**src/rtl/clk_div_sched_if.sv**
```systemverilog
// clk_div_sched_if: run/config/status bundle for the divided-clock controller.
//   master (driver):  enable, cfg_valid, cfg_half
//   slave  (block):   cfg_ready, cfg_err, clk_out, rise_tick, running
interface clk_div_sched_if #(
  parameter int DIV_W = 4
);
  logic             enable;
  logic             cfg_valid;
  logic [DIV_W-1:0] cfg_half;
  logic             cfg_ready;
  logic             cfg_err;
  logic             clk_out;
  logic             rise_tick;
  logic             running;

  modport master (
    output enable, cfg_valid, cfg_half,
    input  cfg_ready, cfg_err, clk_out, rise_tick, running
  );

  modport slave (
    input  enable, cfg_valid, cfg_half,
    output cfg_ready, cfg_err, clk_out, rise_tick, running
  );
endinterface

```
**src/rtl/clk_div_sched.sv**
```systemverilog
// clk_div_sched: run/stop and ratio controller for a divided clock.
//   clk_i     system clock, all logic on the rising edge
//   rst_i     synchronous active-high reset
//   bus       clk_div_sched_if.slave:
//               enable     level request to run clk_out
//               cfg_valid/cfg_half/cfg_ready  half-period handshake
//               cfg_err    one-cycle pulse after an accepted zero half-period
//               clk_out    registered divided clock (period = 2*half)
//               rise_tick  one-cycle pulse in the cycle after clk_out rises
//               running    high while in RUN
// Ratio changes and stops land only on the falling edge of clk_out (the
// period boundary), so no runt phase appears except on reset.
module clk_div_sched #(
  parameter int DIV_W        = 4,
  parameter int DEFAULT_HALF = 2
) (
  input logic            clk_i,
  input logic            rst_i,
  clk_div_sched_if.slave bus
);

  typedef enum logic {STOPPED = 1'b0, RUN = 1'b1} state_e;

  state_e           state_q, state_d;
  logic [DIV_W-1:0] cnt_q, cnt_d;
  logic [DIV_W-1:0] cur_half_q, cur_half_d;
  logic [DIV_W-1:0] new_half_q, new_half_d;
  logic             pend_q, pend_d;
  logic             clk_out_q, clk_out_d;
  logic             rise_q, rise_d;
  logic             err_q, err_d;
  logic             ready_q, ready_d;

  logic accept, zero, last;

  assign accept = bus.cfg_valid & ready_q;
  assign zero   = (bus.cfg_half == '0);
  // cur_half is never 0, so the subtraction cannot wrap
  assign last   = (cnt_q == cur_half_q - DIV_W'(1));

  always_comb begin
    state_d    = state_q;
    cnt_d      = cnt_q;
    cur_half_d = cur_half_q;
    new_half_d = new_half_q;
    pend_d     = pend_q;
    clk_out_d  = clk_out_q;
    rise_d     = 1'b0;
    err_d      = accept & zero;
    case (state_q)
      STOPPED: begin
        clk_out_d = 1'b0;
        cnt_d     = '0;
        // A shadow captured on the stopping boundary is applied here; no
        // phase is in flight, so nothing can be truncated.
        if (pend_q) begin
          cur_half_d = new_half_q;
          pend_d     = 1'b0;
        end
        if (accept && !zero) cur_half_d = bus.cfg_half;
        if (bus.enable) state_d = RUN;
      end
      RUN: begin
        if (last) begin
          cnt_d     = '0;
          clk_out_d = ~clk_out_q;
          if (!clk_out_q) begin
            rise_d = 1'b1;
          end else begin
            // falling edge = period boundary
            if (pend_q) begin
              cur_half_d = new_half_q;
              pend_d     = 1'b0;
            end
            if (!bus.enable) state_d = STOPPED;
          end
        end else begin
          cnt_d = cnt_q + DIV_W'(1);
        end
        // Accept after the boundary update so a transfer on the boundary
        // edge lands in the shadow for the following period.
        if (accept && !zero) begin
          new_half_d = bus.cfg_half;
          pend_d     = 1'b1;
        end
      end
      default: state_d = STOPPED;
    endcase
    ready_d = ~pend_d;
  end

  always_ff @(posedge clk_i) begin
    if (rst_i) begin
      state_q    <= STOPPED;
      cnt_q      <= '0;
      cur_half_q <= DIV_W'(DEFAULT_HALF);
      new_half_q <= '0;
      pend_q     <= 1'b0;
      clk_out_q  <= 1'b0;
      rise_q     <= 1'b0;
      err_q      <= 1'b0;
      ready_q    <= 1'b1;
    end else begin
      state_q    <= state_d;
      cnt_q      <= cnt_d;
      cur_half_q <= cur_half_d;
      new_half_q <= new_half_d;
      pend_q     <= pend_d;
      clk_out_q  <= clk_out_d;
      rise_q     <= rise_d;
      err_q      <= err_d;
      ready_q    <= ready_d;
    end
  end

  assign bus.clk_out   = clk_out_q;
  assign bus.rise_tick = rise_q;
  assign bus.running   = (state_q == RUN);
  assign bus.cfg_ready = ready_q;
  assign bus.cfg_err   = err_q;

endmodule

```
**src/flat_wrapper.sv**
```systemverilog
// flat-port wrapper written by rule: the top's interface ports become plain ports
module clk_div_sched_flat 
#(
  parameter int DIV_W        = 4,
  parameter int DEFAULT_HALF = 2
)
  (clk_i, rst_i, bus_enable, bus_cfg_valid, bus_cfg_half, bus_cfg_ready, bus_cfg_err, bus_clk_out, bus_rise_tick, bus_running);
  clk_div_sched_if #(.DIV_W(DIV_W)) bus_i ();
  input logic clk_i;
  input logic rst_i;
  input wire logic [$bits(bus_i.enable)-1:0] bus_enable;
  input wire logic [$bits(bus_i.cfg_valid)-1:0] bus_cfg_valid;
  input wire logic [$bits(bus_i.cfg_half)-1:0] bus_cfg_half;
  output wire logic [$bits(bus_i.cfg_ready)-1:0] bus_cfg_ready;
  output wire logic [$bits(bus_i.cfg_err)-1:0] bus_cfg_err;
  output wire logic [$bits(bus_i.clk_out)-1:0] bus_clk_out;
  output wire logic [$bits(bus_i.rise_tick)-1:0] bus_rise_tick;
  output wire logic [$bits(bus_i.running)-1:0] bus_running;
  assign bus_i.enable = bus_enable;
  assign bus_i.cfg_valid = bus_cfg_valid;
  assign bus_i.cfg_half = bus_cfg_half;
  assign bus_cfg_ready = bus_i.cfg_ready;
  assign bus_cfg_err = bus_i.cfg_err;
  assign bus_clk_out = bus_i.clk_out;
  assign bus_rise_tick = bus_i.rise_tick;
  assign bus_running = bus_i.running;
  clk_div_sched #(.DIV_W(DIV_W), .DEFAULT_HALF(DEFAULT_HALF)) u_core (.clk_i(clk_i), .rst_i(rst_i), .bus(bus_i));
endmodule
```
**config.mk**
```make
export PLATFORM = sky130hd
export DESIGN_NAME = clk_div_sched_flat
export DESIGN_NICKNAME = d
export VERILOG_FILES = /design/src/rtl/clk_div_sched_if.sv /design/src/rtl/clk_div_sched.sv /design/src/flat_wrapper.sv
export SDC_FILE = /design/constraint.sdc
export NUM_CORES = 1
export LEC_CHECK = 0
export BUFFER_PORTS_ARGS = -buffer_cell sky130_fd_sc_hd__buf_4
export CELL_PAD_IN_SITES_DETAIL_PLACEMENT = 1
export CELL_PAD_IN_SITES_GLOBAL_PLACEMENT = 1
export CORE_MARGIN = 8
export CORE_UTILIZATION = 45
export DETAILED_ROUTE_END_ITERATION = 16
export PLACE_DENSITY = 0.78
export SYNTH_ARGS = -nofsm -noshare
export SYNTH_HDL_FRONTEND = slang
export SYNTH_SLANG_ARGS = --single-unit
```
**constraint.sdc**
```tcl
create_clock -name clk_i -period 5.61 [get_ports clk_i]
set_clock_uncertainty 0.2 [all_clocks]
set_input_delay 0.8415 -clock clk_i [delete_from_list [all_inputs] [get_ports clk_i]]
set_output_delay 0.8415 -clock clk_i [all_outputs]
set_load 0.05 [all_outputs]
```
==> impl_metrics.py <==
metrics = {
    "final_layout": {
        "area_growth_pct": 17.60,
        "fin_nets": 112,
        "layout_common_cells": "dfxtp_1, buf_4, mux2i_1",
        "drive_gt1_share_pct": 21.78,
        "layout_commonest_cell": "dfxtp_1",
        "final_util_pct": 54.19,
        "fin_area_mm2": 0.001020,
        "diodes": 0,
    },
    "worst_setup_path": {
        "crit_path_top_delay_cell": "dfxtp_1",
        "reg2reg_depth": 6,
        "cp_cell_sequence": "buf_4",
        "crit_buf_inv": 1,
        "cp.depth": 1,
        "required_ps": 4570,
        "path_max_fanout": 9,
        "startpoint_type": "register",
        "critical-path-top-delay-family": "flip-flops",
        "path_class": "register to output port",
        "arrival_ps": 1090,
        "cpPeakStageDelay_ps": 530,
        "endpoint_kind": "output port",
    },
    "route": {
        "antenna_left": 0,
        "routed_wirelength_mm": 2.013,
        "first_pass_iters": 4,
        "vias_per_cell": 5.492,
        "wl_per_cell_um": 15.73,
        "dr.first_iter.drc_count": 10,
        "drcViolationCount": 0,
        "num_vias": 703,
    },
    "die": {
        "die_x_um": 59.90,
        "coreArea_mm2": 0.001882,
        "start_util_pct": 46.08,
        "row_count": 16,
        "dieArea_mm2": 0.003587,
        "pin_count": 13,
        "die_height_um": 59.90,
    },
    "min_path": {
        "hold_depth": 2,
        "hold_path_class": "register to register",
    },
    "synth": {
        "synth-seq-area-share_pct": 41.56,
        "synth_fa_ha_area_share_pct": 2.886,
        "synth-compound-area-share_pct": 11.40,
        "yosys.area_share.simple_pct": 20.20,
        "synthMuxAreaShare_pct": 12.70,
        "synth-main-ff-cell": "dfxtp_1",
        "synth_xor_area_share_pct": 8.658,
        "synthDistinctLibCells": 30,
        "synth_top_family_by_area": "simple AND/OR/NAND/NOR gates",
        "async_reset_ff_share_pct": 0,
        "netlist.area_leader.share_pct": 41.56,
        "synth_fp_nets": 97,
        "synth_top_area_cell": "dfxtp_1",
        "syn-cell-area_um2": 867.1,
        "synth_area_per_cell_um2": 9.966,
        "synthCells": 87,
        "ys_ff_latch": 18,
        "synth_area_leaders": "dfxtp_1, mux2i_1, nand2_1",
        "synth_warnings": 0,
        "synth-edff-count": 0,
    },
    "sta": {
        "slew_headroom_pct": 70.59,
        "fin_tns_setup_ps": 0,
        "period_needed_ps": 2135,
        "rsz0062_at_grt": "false",
        "fin_crit_sh_pct": 38.06,
        "whs_ps": 310.0,
        "drv_slew": 0,
        "worst_pin_slew_ps": 438.0,
        "setup_viol": 0,
        "report.final.hold_viol_count": 0,
        "max_freq_ghz": 0.4684,
    },
    "clocking": {
        "htree_levels": 1,
        "cts-root-buf": "clkbuf_4",
        "clkLatencyLatePin_ps": 300,
        "cts_setup_buffers": 0,
        "numClockSinks": 18,
        "hold_buffers": 0,
        "clk_pin_slew_ps": 90,
        "postCtsResizedCells": 0,
        "cts_tree": "built",
        "cts_buffers": 3,
        "cts_max_path_buffers": 2,
    },
    "power": {
        "p_sw_share_pct": 28.47,
        "p_leak_uw": 0.0004213,
        "power_density_mw_per_mm2": 268.2,
        "comb_power_share_pct": 18.5,
        "switchingPower_uw": 77.87,
        "peakVddDrop_uv": 143.4,
        "power_frac_seq_pct": 51.9,
        "clockPowerShare_pct": 29.5,
        "p_int_uw": 195.7,
    },
    "placement": {
        "finalWeightedCongestion": 0.7748,
        "placement.io_buffers": 12,
        "dp_hpwl_mm": 1.626,
        "placed_cell_area_um2": 983.4,
    },
    "global_routing": {
        "antenna_found_initial": 0,
        "grt_pass1_wl_mm": 3.546,
        "grt_max_degree": 11,
        "grt_pass1_vias": 758,
        "grt.overflow.total": 0,
        "grt.total_usage_pct": 13.21,
    },
    "flow_run": {
        "cap_viol_max_count": 0,
    },
    "run_status": {
        "status": "complete, no violations",
    },
}
==> state kept, by name (all words and copies together) (netlist names) <==
signal,cells
u_core.bus.cfg_err,1
u_core.bus.clk_out,1
u_core.bus.cfg_ready,1
u_core.new_half_q,4
u_core.cnt_q,4
u_core.bus.rise_tick,1
u_core.bus.running,1
u_core.cur_half_q,4
u_core.pend_q,1
==> final timing paths <==
check	start	to	slack [ps]
max	u_core.bus.running	bus_running	3470
min	u_core.cur_half_q[3]	u_core.cur_half_q[3]	310
min reg2reg	u_core.cur_half_q[3]	u_core.cur_half_q[3]	310
max reg2reg	u_core.cur_half_q[0]	u_core.bus.running	3590
==> synthesized netlist by cell type (2+ instances only) <==
cell	n
nor4_1	4
a211o_1	3
ha_1	2
xor2_1	3
mux2i_1	11
a21oi_1	2
nand3_2	2
dfxtp_1	18
nand2_1	7
xnor2_1	3
or3_1	2
nor2_1	5
o21ai_0	2
nor3_1	4
inv_1	4
==> through the flow <==
stage	total power, uW	instances	setup slack [ps]
2_1_floorplan	179.4	87	3530
3_3_place_gp	193.6	124	3367
3_5_place_dp	196.4	124	3299
4_1_cts	277.8	128	3470
5_1_grt	291.2	128	3405
6_report	273.5	128	3475
==> power groups by stage <==
stage	logic [uW]	clock network (uW)	registers [uW]
2_1_floorplan	32.8	0	147
3_3_place_gp	48.9	0	145
3_5_place_dp	51.5	0	145
4_1_cts	51.7	84.0	142
5_1_grt	56.7	91.4	143
6_report	50.7	80.8	142
==> per-layer routing <==
metal	up-vias	global-route usage, %	routed length, um	share of wire [%]
li1	350	-	-	-
met1	336	15.01	897	45
met2	12	22.15	992	49
met3	5	5.591	107	5.3
met4	0	3.061	16	0.79
met5	-	0	0	0
==> layout make-up <==
cell class | count | area (um2)
clock buffers | 4 | 36.28
fillers | 242 | 862.1
inverters | 4 | 15.01
multi-input cells | 63 | 484.2
flip-flops and latches | 18 | 360.3
well taps | 27 | 33.78
repair buffers | 12 | 90.09
==> cells by family after synthesis <==
kind of cell	Yosys count
simple gates	30
compound gates	13
mux	11
fa+ha+maj	2
xor+xnor	7
buf+inv	6
flops	18
==> tightest hold or removal path: cells and delay by family (launching register included) <==
| kind | cells | cell delay, ps |
|---|---|---|
| multiplexers | 1 | 60 |
| AND/OR/NAND/NOR | 1 | 60 |
| flip-flops | 1 | 350 |
No activity file was read; power rests on OpenSTA's default activity.
